File: src/rtl/game_pkg.sv
// Shared game-layer types and raster constants.
// Used by damage, health-bar and sprite blocks.
package game_pkg;

  typedef enum logic [1:0] {
    ALIVE,
    INVULN,
    DEAD
  } player_state_t;

  localparam int H_ACTIVE = 1280;
  localparam int V_ACTIVE = 720;
  localparam int COLOR_W  = 12;

endpackage

File: src/rtl/collision_detect.sv
// Per-pixel sprite overlap, gated to the active raster region.
// Also usable for enemy-projectile overlap checks.
module collision_detect #(
  parameter int H_ACTIVE = game_pkg::H_ACTIVE,
  parameter int V_ACTIVE = game_pkg::V_ACTIVE
) (
  input  logic [10:0]                  hcount_in,
  input  logic [9:0]                   vcount_in,
  input  logic [game_pkg::COLOR_W-1:0] player_pixel_in,
  input  logic [game_pkg::COLOR_W-1:0] hazard_pixel_in,
  input  logic                         en_in,
  output logic                         hit_px_out
);
  import game_pkg::*;

  localparam logic [10:0] H_LIM = 11'(H_ACTIVE);
  localparam logic [9:0]  V_LIM = 10'(V_ACTIVE);

  logic w_active;
  logic w_overlap;

  assign w_active   = (hcount_in < H_LIM) && (vcount_in < V_LIM);
  assign w_overlap  = (|player_pixel_in) && (|hazard_pixel_in);
  assign hit_px_out = en_in && w_active && w_overlap;

endmodule

File: src/rtl/damage_controller.sv
// Turns sprite overlap into frame-aligned damage events and owns
// health, the post-hit invulnerability window and game-over.
module damage_controller #(
  parameter int MAX_HEALTH    = 12,
  parameter int INVULN_FRAMES = 60,
  parameter int BLINK_FRAMES  = 4,
  parameter int H_ACTIVE      = game_pkg::H_ACTIVE,
  parameter int V_ACTIVE      = game_pkg::V_ACTIVE
) (
  input  logic                          clk,
  input  logic                          rst,
  input  logic [10:0]                   hcount_in,
  input  logic [9:0]                    vcount_in,
  input  logic [game_pkg::COLOR_W-1:0]  player_pixel_in,
  input  logic [game_pkg::COLOR_W-1:0]  hazard_pixel_in,
  output logic                          damage_out,
  output logic [$clog2(MAX_HEALTH+1)-1:0] health_out,
  output logic                          invuln_out,
  output logic                          blink_out,
  output logic                          game_over_out
);
  import game_pkg::*;

  localparam int HW = $clog2(MAX_HEALTH+1);
  localparam int IW = $clog2(INVULN_FRAMES+1);
  localparam int BW = $clog2(BLINK_FRAMES+1);

  player_state_t r_state, w_state_n;
  logic [HW-1:0] r_health, w_health_n;
  logic [IW-1:0] r_inv_cnt, w_inv_cnt_n;
  logic [BW-1:0] r_blink_cnt, w_blink_cnt_n;
  logic          r_blink, w_blink_n;
  logic          r_hit_seen, w_hit_seen_n;
  logic          w_frame_start;
  logic          w_alive;
  logic          w_hit_px;

  assign w_frame_start = (hcount_in == 11'd0) && (vcount_in == 10'd0);
  assign w_alive       = (r_state == ALIVE);

  collision_detect #(
    .H_ACTIVE (H_ACTIVE),
    .V_ACTIVE (V_ACTIVE)
  ) u_coll (
    .hcount_in       (hcount_in),
    .vcount_in       (vcount_in),
    .player_pixel_in (player_pixel_in),
    .hazard_pixel_in (hazard_pixel_in),
    .en_in           (w_alive),
    .hit_px_out      (w_hit_px)
  );

  always_ff @(posedge clk) begin
    if (rst) begin
      r_state     <= ALIVE;
      r_health    <= HW'(MAX_HEALTH);
      r_inv_cnt   <= '0;
      r_blink_cnt <= '0;
      r_blink     <= 1'b1;
      r_hit_seen  <= 1'b0;
    end else begin
      r_state     <= w_state_n;
      r_health    <= w_health_n;
      r_inv_cnt   <= w_inv_cnt_n;
      r_blink_cnt <= w_blink_cnt_n;
      r_blink     <= w_blink_n;
      r_hit_seen  <= w_hit_seen_n;
    end
  end

  always_comb begin
    w_state_n     = r_state;
    w_health_n    = r_health;
    w_inv_cnt_n   = r_inv_cnt;
    w_blink_cnt_n = r_blink_cnt;
    w_blink_n     = r_blink;
    // frame-start pixel opens the new frame's hit window
    w_hit_seen_n  = w_frame_start ? w_hit_px
                                  : (r_hit_seen | w_hit_px);
    damage_out    = w_frame_start && r_hit_seen && w_alive;

    if (w_frame_start) begin
      unique case (r_state)
        ALIVE: begin
          if (damage_out) begin
            if (r_health > HW'(1)) begin
              w_state_n     = INVULN;
              w_health_n    = r_health - HW'(1);
              w_inv_cnt_n   = IW'(INVULN_FRAMES);
              w_blink_cnt_n = '0;
              w_blink_n     = 1'b0;
            end else begin
              w_state_n  = DEAD;
              w_health_n = '0;
            end
          end
        end
        INVULN: begin
          if (r_inv_cnt == IW'(1)) begin
            w_state_n   = ALIVE;
            w_inv_cnt_n = '0;
            w_blink_n   = 1'b1;
          end else begin
            w_inv_cnt_n = r_inv_cnt - IW'(1);
            if (r_blink_cnt == BW'(BLINK_FRAMES-1)) begin
              w_blink_cnt_n = '0;
              w_blink_n     = ~r_blink;
            end else begin
              w_blink_cnt_n = r_blink_cnt + BW'(1);
            end
          end
        end
        DEAD: begin
          w_health_n = '0;
        end
        default: begin
          w_state_n = ALIVE;
        end
      endcase
    end
  end

  assign health_out    = r_health;
  assign invuln_out    = (r_state == INVULN);
  assign game_over_out = (r_state == DEAD);
  assign blink_out     = (r_state == INVULN) ? r_blink : 1'b1;

endmodule
File: config.mk
export PLATFORM = sky130hd
export DESIGN_NAME = damage_controller
export DESIGN_NICKNAME = d
export VERILOG_FILES = /design/src/rtl/game_pkg.sv /design/src/rtl/collision_detect.sv /design/src/rtl/damage_controller.sv
export SDC_FILE = /design/constraint.sdc
export NUM_CORES = 1
export LEC_CHECK = 0
export CORE_UTILIZATION = 41
export DETAILED_ROUTE_END_ITERATION = 8
export GPL_TIMING_DRIVEN = 0
export PLACE_DENSITY_LB_ADDON = 0.08
export SLEW_MARGIN = 10
export SYNTH_ARGS = -nofsm -noshare
export SYNTH_HDL_FRONTEND = slang
export SYNTH_SLANG_ARGS = --single-unit
File: constraint.sdc
create_clock -name clk -period 3.4 [get_ports clk]
set_input_delay 0.68 -clock clk [delete_from_list [all_inputs] [get_ports clk]]
set_output_delay 0.68 -clock clk [all_outputs]
set_load 0.01 [all_outputs]
==> results of run 1 <==
[metrics by stage]
stage	cells	setup slack (ns)	hold slack, ns	total power, mW	instance area [um2]
5_1_grt	224	0.0885	0.464	0.402	1660
3_5_place_dp	221	-0.324	0.443	0.278	1640
6_report	224	0.174	0.458	0.387	1660
2_1_floorplan	138	0.671	0.428	0.221	1070
3_3_place_gp	221	-0.318	0.440	0.276	1640
4_1_cts	224	0.169	0.459	0.389	1660
[cells in the mapped netlist (2+ instances only)]
| library cell | n | share of area [%] |
|---|---|---|
| sky130_fd_sc_hd__and3_1 | 2 | 1.2 |
| sky130_fd_sc_hd__a31oi_1 | 2 | 1.2 |
| sky130_fd_sc_hd__a21oi_1 | 6 | 2.8 |
| sky130_fd_sc_hd__nand4_1 | 2 | 1.2 |
| sky130_fd_sc_hd__o21bai_1 | 2 | 1.4 |
| sky130_fd_sc_hd__nand3_1 | 2 | 0.94 |
| sky130_fd_sc_hd__a211oi_1 | 2 | 1.4 |
| sky130_fd_sc_hd__o21ai_0 | 8 | 3.7 |
| sky130_fd_sc_hd__and2_1 | 2 | 1.2 |
| sky130_fd_sc_hd__or3_1 | 3 | 1.8 |
| sky130_fd_sc_hd__clkbuf_1 | 3 | 1.1 |
| sky130_fd_sc_hd__ha_1 | 5 | 5.8 |
| sky130_fd_sc_hd__a31o_2 | 2 | 1.6 |
| sky130_fd_sc_hd__nand2_1 | 13 | 4.6 |
| sky130_fd_sc_hd__or4_4 | 2 | 2.1 |
| sky130_fd_sc_hd__inv_1 | 11 | 3.9 |
| sky130_fd_sc_hd__dfxtp_1 | 17 | 32 |
| sky130_fd_sc_hd__a221oi_1 | 2 | 1.6 |
| sky130_fd_sc_hd__nor4_1 | 12 | 7.0 |
| sky130_fd_sc_hd__nor2_1 | 10 | 3.5 |
| sky130_fd_sc_hd__nor3_1 | 7 | 3.3 |
| sky130_fd_sc_hd__o22ai_1 | 2 | 1.2 |
| sky130_fd_sc_hd__or2_2 | 2 | 1.2 |
[path summary, 6_finish.rpt]
| path | to | startpoint | depth (start not counted) | slack [ns] |
|---|---|---|---|---|
| worst max-delay path | damage_out | hcount_in[3] | 6 | 0.17 |
| worst min-delay path | r_blink_cnt[2]$_SDFFE_PP0P_ | r_blink_cnt[2]$_SDFFE_PP0P_ | 1 | 0.46 |
| worst max register to register | r_inv_cnt[3]$_SDFFE_PP0P_ | health_out[0]$_SDFFE_PP0P_ | 7 | 1.03 |
| worst min register to register | r_blink_cnt[2]$_SDFFE_PP0P_ | r_blink_cnt[2]$_SDFFE_PP0P_ | 1 | 0.46 |
[area by class of cell]
| class | instances | area, um2 |
|---|---|---|
| Clock buffer | 3 | 22.5 |
| Inverter | 12 | 45.0 |
| Sequential cell | 17 | 340 |
| Multi-Input combinational cell | 105 | 672 |
| Clock inverter | 1 | 5.00 |
| Fill cell | 244 | 815 |
| Timing Repair Buffer | 53 | 529 |
| Buffer | 3 | 11.3 |
| Tap cell | 30 | 37.5 |
[sequential cells by signal (all words and copies together), names as in the netlist]
name and flops:
health_out 4, r_state 2, r_blink_cnt 3, r_blink 1
r_inv_cnt 6, r_hit_seen 1
[critical path, cell delays in order]
cell,delay (ns)
sky130_fd_sc_hd__clkdlybuf4s50_1,0.40
sky130_fd_sc_hd__or4_4,0.53
sky130_fd_sc_hd__or2_4,0.26
sky130_fd_sc_hd__or2_4,0.29
sky130_fd_sc_hd__nor2_1,0.11
sky130_fd_sc_hd__dlygate4sd2_1,0.27
[logic make-up (layout without fill, tap and decap cells)]
group                      after synthesis  in the layout  synth area share (%)
buffers and inverters                   16             72                  5.61
adders and majority gates                5              5                  5.85
and+or+nand+nor                         61             61                  30.8
DFF                                     17             17                  31.8
AOI/OAI and AO/OA                       39             39                  26.0
[routing by layer]
metal | part of all wire (%) | up-vias
met5 | 0 | -
met2 | 53 | 60
met1 | 40 | 604
li1 | - | 636
met3 | 6.4 | 7
met4 | 1.2 | 0
[what timing repair did]
action                                  CTS  global route
hold buffers                              0             0
resized for setup                         2             0
hold endpoints to repair                  0             0
endpoints found under the setup margin    1             0
[where the power goes]
group | switching, mW | internal, mW | total [mW] | leakage, nW
Clock | 0.0700 | 0.0439 | 0.114 | 0.0177
Sequential | 0.00123 | 0.200 | 0.201 | 0.137
Combinational | 0.0202 | 0.0518 | 0.0721 | 0.450
Total | 0.0915 | 0.296 | 0.387 | 0.605
==> Flow_metrics.wiki, run 1 <==
{| class="wikitable"
! Metric !! Value
|-
| Result of the run || finished clean
|-
| Highest-count cells in the layout ignoring fill and taps || 52 x sky130_fd_sc_hd__clkdlybuf4s50_1, 17 x sky130_fd_sc_hd__dfxtp_1, 13 x sky130_fd_sc_hd__nand2_1
|-
| Area growth from synthesis to layout || 55.4%
|-
| Met2 usage || 47.9%
|-
| Count of nets left with antenna violations after detail routing || 0
|-
| Global Route met1 Usage || 26.9%
|-
| Initial antenna violation count || 0
|-
| Most common cell after layout, fill and taps aside || sky130_fd_sc_hd__clkdlybuf4s50_1
|-
| Arrival time of the worst setup path || 2.55 ns
|-
| Syn_nets || 190
|-
| IR Drop Worst-Case VDD || 0.000221 V
|-
| Number of vias in the routed layout || 1307
|-
| Routed WL per cell || 14.2 um
|-
| Hold Violations, Final || 0
|-
| Count of final max-slew check failures || 0
|-
| Mean instance size in the synthesized netlist || 7.75 um2
|-
| Wire length of the first global-routing pass || 5.21 mm
|-
| Worst relative slew slack || 48.2%
|-
| Required time of the worst setup path || 2.72 ns
|-
| Iteration-0 DRC Markers || 23
|-
| Post-detail-place hpwl || 2.61 mm
|-
| Max-capacitance violation count || 0
|-
| Achievable frequency || 310 MHz
|-
| DIE HEIGHT || 53.1 um
|-
| Clock insertion delay at the later pin of the skew report || 0.30 ns
|-
| Fraction of layout cells with a size suffix above 1 || 7.22%
|-
| Global route hottest layer || met2
|-
| I/O pin count || 55
|-
| Via density || 5.83
|-
| First-pass iteration count of the detailed router || 4
|-
| Chip Width || 53.1 um
|-
| CTS tree || done
|-
| Fin Clk Skew || 0.00716 ns
|-
| Count of unique library cells instantiated by Yosys || 42
|-
| Type of the worst setup path || in2out
|-
| Area of the mapped netlist || 0.00107 mm2
|-
| Routed wire length || 3.18 mm
|-
| Part of the Yosys area used for sequential elements || 31.8%
|-
| Grt ovf || 0
|-
| Kind of launch point of the worst setup path || primary input
|-
| Initial Utilization || 43.2%
|-
| Hold/Removal Path Class || reg2reg
|-
| Total of buffers placed on input and output ports || 53
|-
| Clock root buffer master || sky130_fd_sc_hd__clkbuf_4
|-
| Count of mapped cells out of synthesis || 138
|-
| Critical path endpoint category || output port
|-
| Remaining routing DRC violations || 0
|-
| Largest net degree at the start of global routing || 13
|-
| Nets || 247
|-
| Share of the core filled with cells || 67.1%
|-
| Number of enable-type register cells in the synthesized netlist || 0
|-
| Power density cells || 233 mW/mm2
|-
| GRT Util Overall || 25.3%
|-
| Total CTS buffers || 3
|-
| Highest net fanout along the worst path || 12
|-
| Final antenna diode count || 0
|-
| Static leakage || 0.605 nW
|-
| Total negative slack || 0 ns
|-
| Unrepaired setup endpoints after global routing || no
|-
| Dominant register cell in the synthesized netlist || sky130_fd_sc_hd__dfxtp_1
|-
| Total core area || 0.00248 mm2
|-
| Vias in the first global route || 1278
|-
| CTS sink cnt || 17
|-
| Floorplan row count || 18
|-
| Clk pin slew, worst setup/hold paths || 0.11 ns
|-
| H-tree lvl count || 1
|-
| Period Utilization, post-route || 94.9%
|-
| Flop and latch count out of synthesis || 17
|-
| Maximum buffer depth of the clock tree || 2
|-
| Total setup buffers inserted after CTS || 0
|-
| Share of flip-flops with an asynchronous set or reset || 0%
|-
| Met3 track demand over resource || 6.32%
|-
| Number of setup violations in the final report || 0
|-
| Transition time at the pin with the least slew margin || 0.767 ns
|-
| Final estimated routing congestion in global placement || 0.812
|-
| Die footprint || 0.00282 mm2
|-
| Yosys Warn Count || 0
|-
| Fin crit period || 3.23 ns
|}
No activity file was read; power rests on OpenSTA's default activity.
==> inputs of run 2 (changes only) <==
CORE_UTILIZATION = 39   (was 41)
SLEW_MARGIN = 20   (was 10)
clock period = 3.07 ns   (was 3.4 ns; I/O delays follow)
==> run 2 against run 1 <==
Effect of this change:
- utilization decreased by 1.4 points
- final cell count increased by 0.89%
- critical path depth unchanged
- die area increased by 4.9%
- via count decreased by 2.8%
- critical endpoint unchanged
==> Flow_metrics.wiki, run 2 (same netlist as run 1, synthesis figures left out) <==
{| class="wikitable"
! Metric !! Value
|-
| Kind of launch point of the worst setup path || primary input (unchanged)
|-
| Remaining routing DRC violations || 0 (unchanged)
|-
| Total cell area at the placement stage || 0.00164 mm2 (unchanged)
|-
| Reported net switching power || 0.0939 mW (was 0.0915 mW)
|-
| Required time of the worst setup path || 2.46 ns (was 2.72 ns)
|-
| Final worst setup slack || 0.145 ns (was 0.174 ns)
|-
| Die footprint || 0.00296 mm2 (was 0.00282 mm2)
|-
| Post-route cell area || 0.00167 mm2 (was 0.00166 mm2)
|-
| Vias in the first global route || 1230 (was 1278)
|-
| Initial antenna violation count || 0 (unchanged)
|-
| Hold Violations, Final || 0 (unchanged)
|-
| Post-detail-place hpwl || 2.52 mm (was 2.61 mm)
|-
| Worst relative slew slack || 47.7% (was 48.2%)
|-
| Internal power component || 0.330 mW (was 0.296 mW)
|-
| Final antenna diode count || 0 (unchanged)
|-
| Achievable frequency || 342 MHz
|-
| Reg with most FFs || r_inv_cnt (unchanged)
|-
| Routed WL per cell || 13.5 um (was 14.2 um)
|-
| Count of final max-slew check failures || 0 (unchanged)
|-
| Largest net degree at the start of global routing || 13 (unchanged)
|-
| Timing startpoint of the critical path || hcount_in[3] (unchanged)
|-
| Most common cell after layout, fill and taps aside || sky130_fd_sc_hd__clkdlybuf4s50_1 (unchanged)
|-
| Crit path capture || damage_out (unchanged)
|-
| Maximum buffer depth of the clock tree || 2 (unchanged)
|-
| Number of vias in the routed layout || 1270 (was 1307)
|-
| Area growth from synthesis to layout || 56.4% (was 55.4%)
|-
| Switching part of the total || 22.2% (was 23.6%)
|-
| IR Drop Worst-Case VDD || 0.000215 V (was 0.000221 V)
|-
| CTS tree || done (unchanged)
|-
| Fin crit period || 2.92 ns
|-
| CTS sink cnt || 17 (unchanged)
|-
| Highest net fanout along the worst path || 5 (was 12)
|-
| Total core area || 0.00254 mm2 (was 0.00248 mm2)
|-
| Final estimated routing congestion in global placement || 0.833 (was 0.812)
|-
| Transition time at the pin with the least slew margin || 0.774 ns (was 0.767 ns)
|-
| GRT Util Overall || 23.8% (was 25.3%)
|-
| Total design power || 0.423 mW (was 0.387 mW)
|-
| Unrepaired setup endpoints after global routing || no (unchanged)
|-
| DIE HEIGHT || 54.4 um (was 53.1 um)
|-
| Power density cells || 253 mW/mm2 (was 233 mW/mm2)
|-
| Clock insertion delay at the later pin of the skew report || 0.30 ns (about the same)
|-
| Via density || 5.62 (was 5.83)
|-
| Chip Width || 54.4 um (was 53.1 um)
|-
| Hold/Removal Path Class || reg2reg (unchanged)
|-
| Fin Clk Skew || 0.00841 ns (was 0.00716 ns)
|-
| Proportion of power drawn by flip-flops and latches || 52.6% (was 52.0%)
|-
| Critical R2R Launch || health_out[0]$_SDFFE_PP0P_ (unchanged)
|-
| Clk pwr share || 28.5% (was 29.4%)
|-
| Highest-count cells in the layout ignoring fill and taps || 52 x sky130_fd_sc_hd__clkdlybuf4s50_1, 17 x sky130_fd_sc_hd__dfxtp_1, 13 x sky130_fd_sc_hd__nand2_1 (unchanged)
|-
| Routed wire length || 3.04 mm (was 3.18 mm)
|-
| Total negative slack || 0 ns (unchanged)
|-
| Share of power burned in combinational logic || 18.9% (was 18.6%)
|-
| Type of the worst setup path || in2out (unchanged)
|-
| Number of setup violations in the final report || 0 (unchanged)
|-
| Total CTS buffers || 3 (unchanged)
|-
| Clk pin slew, worst setup/hold paths || 0.10 ns (was 0.11 ns)
|-
| Fraction of layout cells with a size suffix above 1 || 8.16% (was 7.22%)
|-
| Flip-flop count of the largest register after layout || 6 (unchanged)
|-
| Initial Utilization || 42.0% (was 43.2%)
|-
| Wire length of the first global-routing pass || 5.11 mm (was 5.21 mm)
|-
| Iteration-0 DRC Markers || 28 (was 23)
|-
| Nets || 249 (was 247)
|-
| First-pass iteration count of the detailed router || 4 (unchanged)
|-
| Worst reg-to-reg setup slack || 0.82 ns (was 1.03 ns)
|-
| Floorplan row count || 18 (unchanged)
|-
| Static leakage || 0.608 nW (was 0.605 nW)
|-
| Worst reg2reg path depth || 7 (unchanged)
|-
| I/O pin count || 55 (unchanged)
|-
| Max-capacitance violation count || 0 (unchanged)
|-
| Count of nets left with antenna violations after detail routing || 0 (unchanged)
|-
| Critical path endpoint category || output port (unchanged)
|-
| Result of the run || finished clean (unchanged)
|-
| Clock root buffer master || sky130_fd_sc_hd__clkbuf_4 (unchanged)
|-
| Period Utilization, post-route || 95.3%
|-
| Total of buffers placed on input and output ports || 53 (unchanged)
|-
| Post-place setup slack || -0.525 ns (was -0.324 ns)
|-
| Arrival time of the worst setup path || 2.31 ns (was 2.55 ns)
|-
| Grt ovf || 0 (unchanged)
|-
| H-tree lvl count || 1 (unchanged)
|-
| Endpoint of the worst register-to-register path || r_inv_cnt[2]$_SDFFE_PP0P_ (was r_inv_cnt[3]$_SDFFE_PP0P_)
|}
==> run 2: cell count changes in the layout (fill, tap and decap cells not counted) <==
cell / change
sky130_fd_sc_hd__buf_4: +2
sky130_fd_sc_hd__buf_2: +1
sky130_fd_sc_hd__clkinv_2: -1
sky130_fd_sc_hd__clkbuf_1: +1
sky130_fd_sc_hd__dlygate4sd2_1: -1
==> run 2: final cells by class <==
class                   count  area [um2]
fillers                   231         872
multi-input cells         105         672
repair buffers             55         541
flip-flops and latches     17         340
inverters                  12        45.0
well taps                  30        37.5
clock buffers               4        26.3
plain buffers               3        11.3
==> run 2: stage by stage <==
| stage | util, % | cells | hold slack (ns) |
|---|---|---|---|
| 5_1_grt | 65.7 | 226 | 0.462 |
| 6_report | 65.7 | 226 | 0.459 |
| 4_1_cts | 65.4 | 224 | 0.458 |
| 3_5_place_dp | 64.4 | 221 | 0.443 |
| 3_3_place_gp | 64.4 | 221 | 0.444 |
| 2_1_floorplan | - | 138 | 0.428 |
==> run 2: critical path, cell delays in order <==
cell	delay, ns
sky130_fd_sc_hd__clkdlybuf4s50_1	0.40
sky130_fd_sc_hd__or4_4	0.54
sky130_fd_sc_hd__or2_4	0.25
sky130_fd_sc_hd__or2_4	0.28
sky130_fd_sc_hd__nor2_1	0.10
sky130_fd_sc_hd__buf_2	0.13
==> run 2: worst min path at each step <==
stage | start | to | slack [ns] | depth (start not counted)
after floorplan | r_blink_cnt[2]$_SDFFE_PP0P_ | r_blink_cnt[2]$_SDFFE_PP0P_ | 0.43 | 1
after detailed placement | r_blink_cnt[2]$_SDFFE_PP0P_ | r_blink_cnt[2]$_SDFFE_PP0P_ | 0.44 | 1
final | r_blink_cnt[2]$_SDFFE_PP0P_ | r_blink_cnt[2]$_SDFFE_PP0P_ | 0.46 | 1
after CTS | r_blink_cnt[2]$_SDFFE_PP0P_ | r_blink_cnt[2]$_SDFFE_PP0P_ | 0.46 | 1
after global routing | r_blink_cnt[2]$_SDFFE_PP0P_ | r_blink_cnt[2]$_SDFFE_PP0P_ | 0.46 | 1
after global placement | r_blink_cnt[2]$_SDFFE_PP0P_ | r_blink_cnt[2]$_SDFFE_PP0P_ | 0.44 | 1
==> run 2: layer usage <==
layer  global-route usage (%)  part of all wire, %  up-vias
li1                         -                    -      638
met1                     26.5                   44      580
met2                     44.9                   50       47
met3                     4.44                  4.8        5
met4                     7.26                  1.1        0
met5                        0                    0        -
==> run 2: repair_timing <==
item                                    in CTS  in global routing
pin swaps                                    0                  1
hold buffers                                 0                  0
gates resized for setup                      4                  1
endpoints found under the setup margin       1                  1
setup buffers                                0                  2
==> run 2: power by group through the flow <==
stage               Combinational (mW)  Sequential, mW  Clock (mW)
floorplan                       0.0170           0.228           0
global placement                0.0783           0.228           0
detailed placement              0.0798           0.228           0
CTS                             0.0800           0.223       0.124
global route                    0.0863           0.223       0.132
finish                          0.0799           0.223       0.121
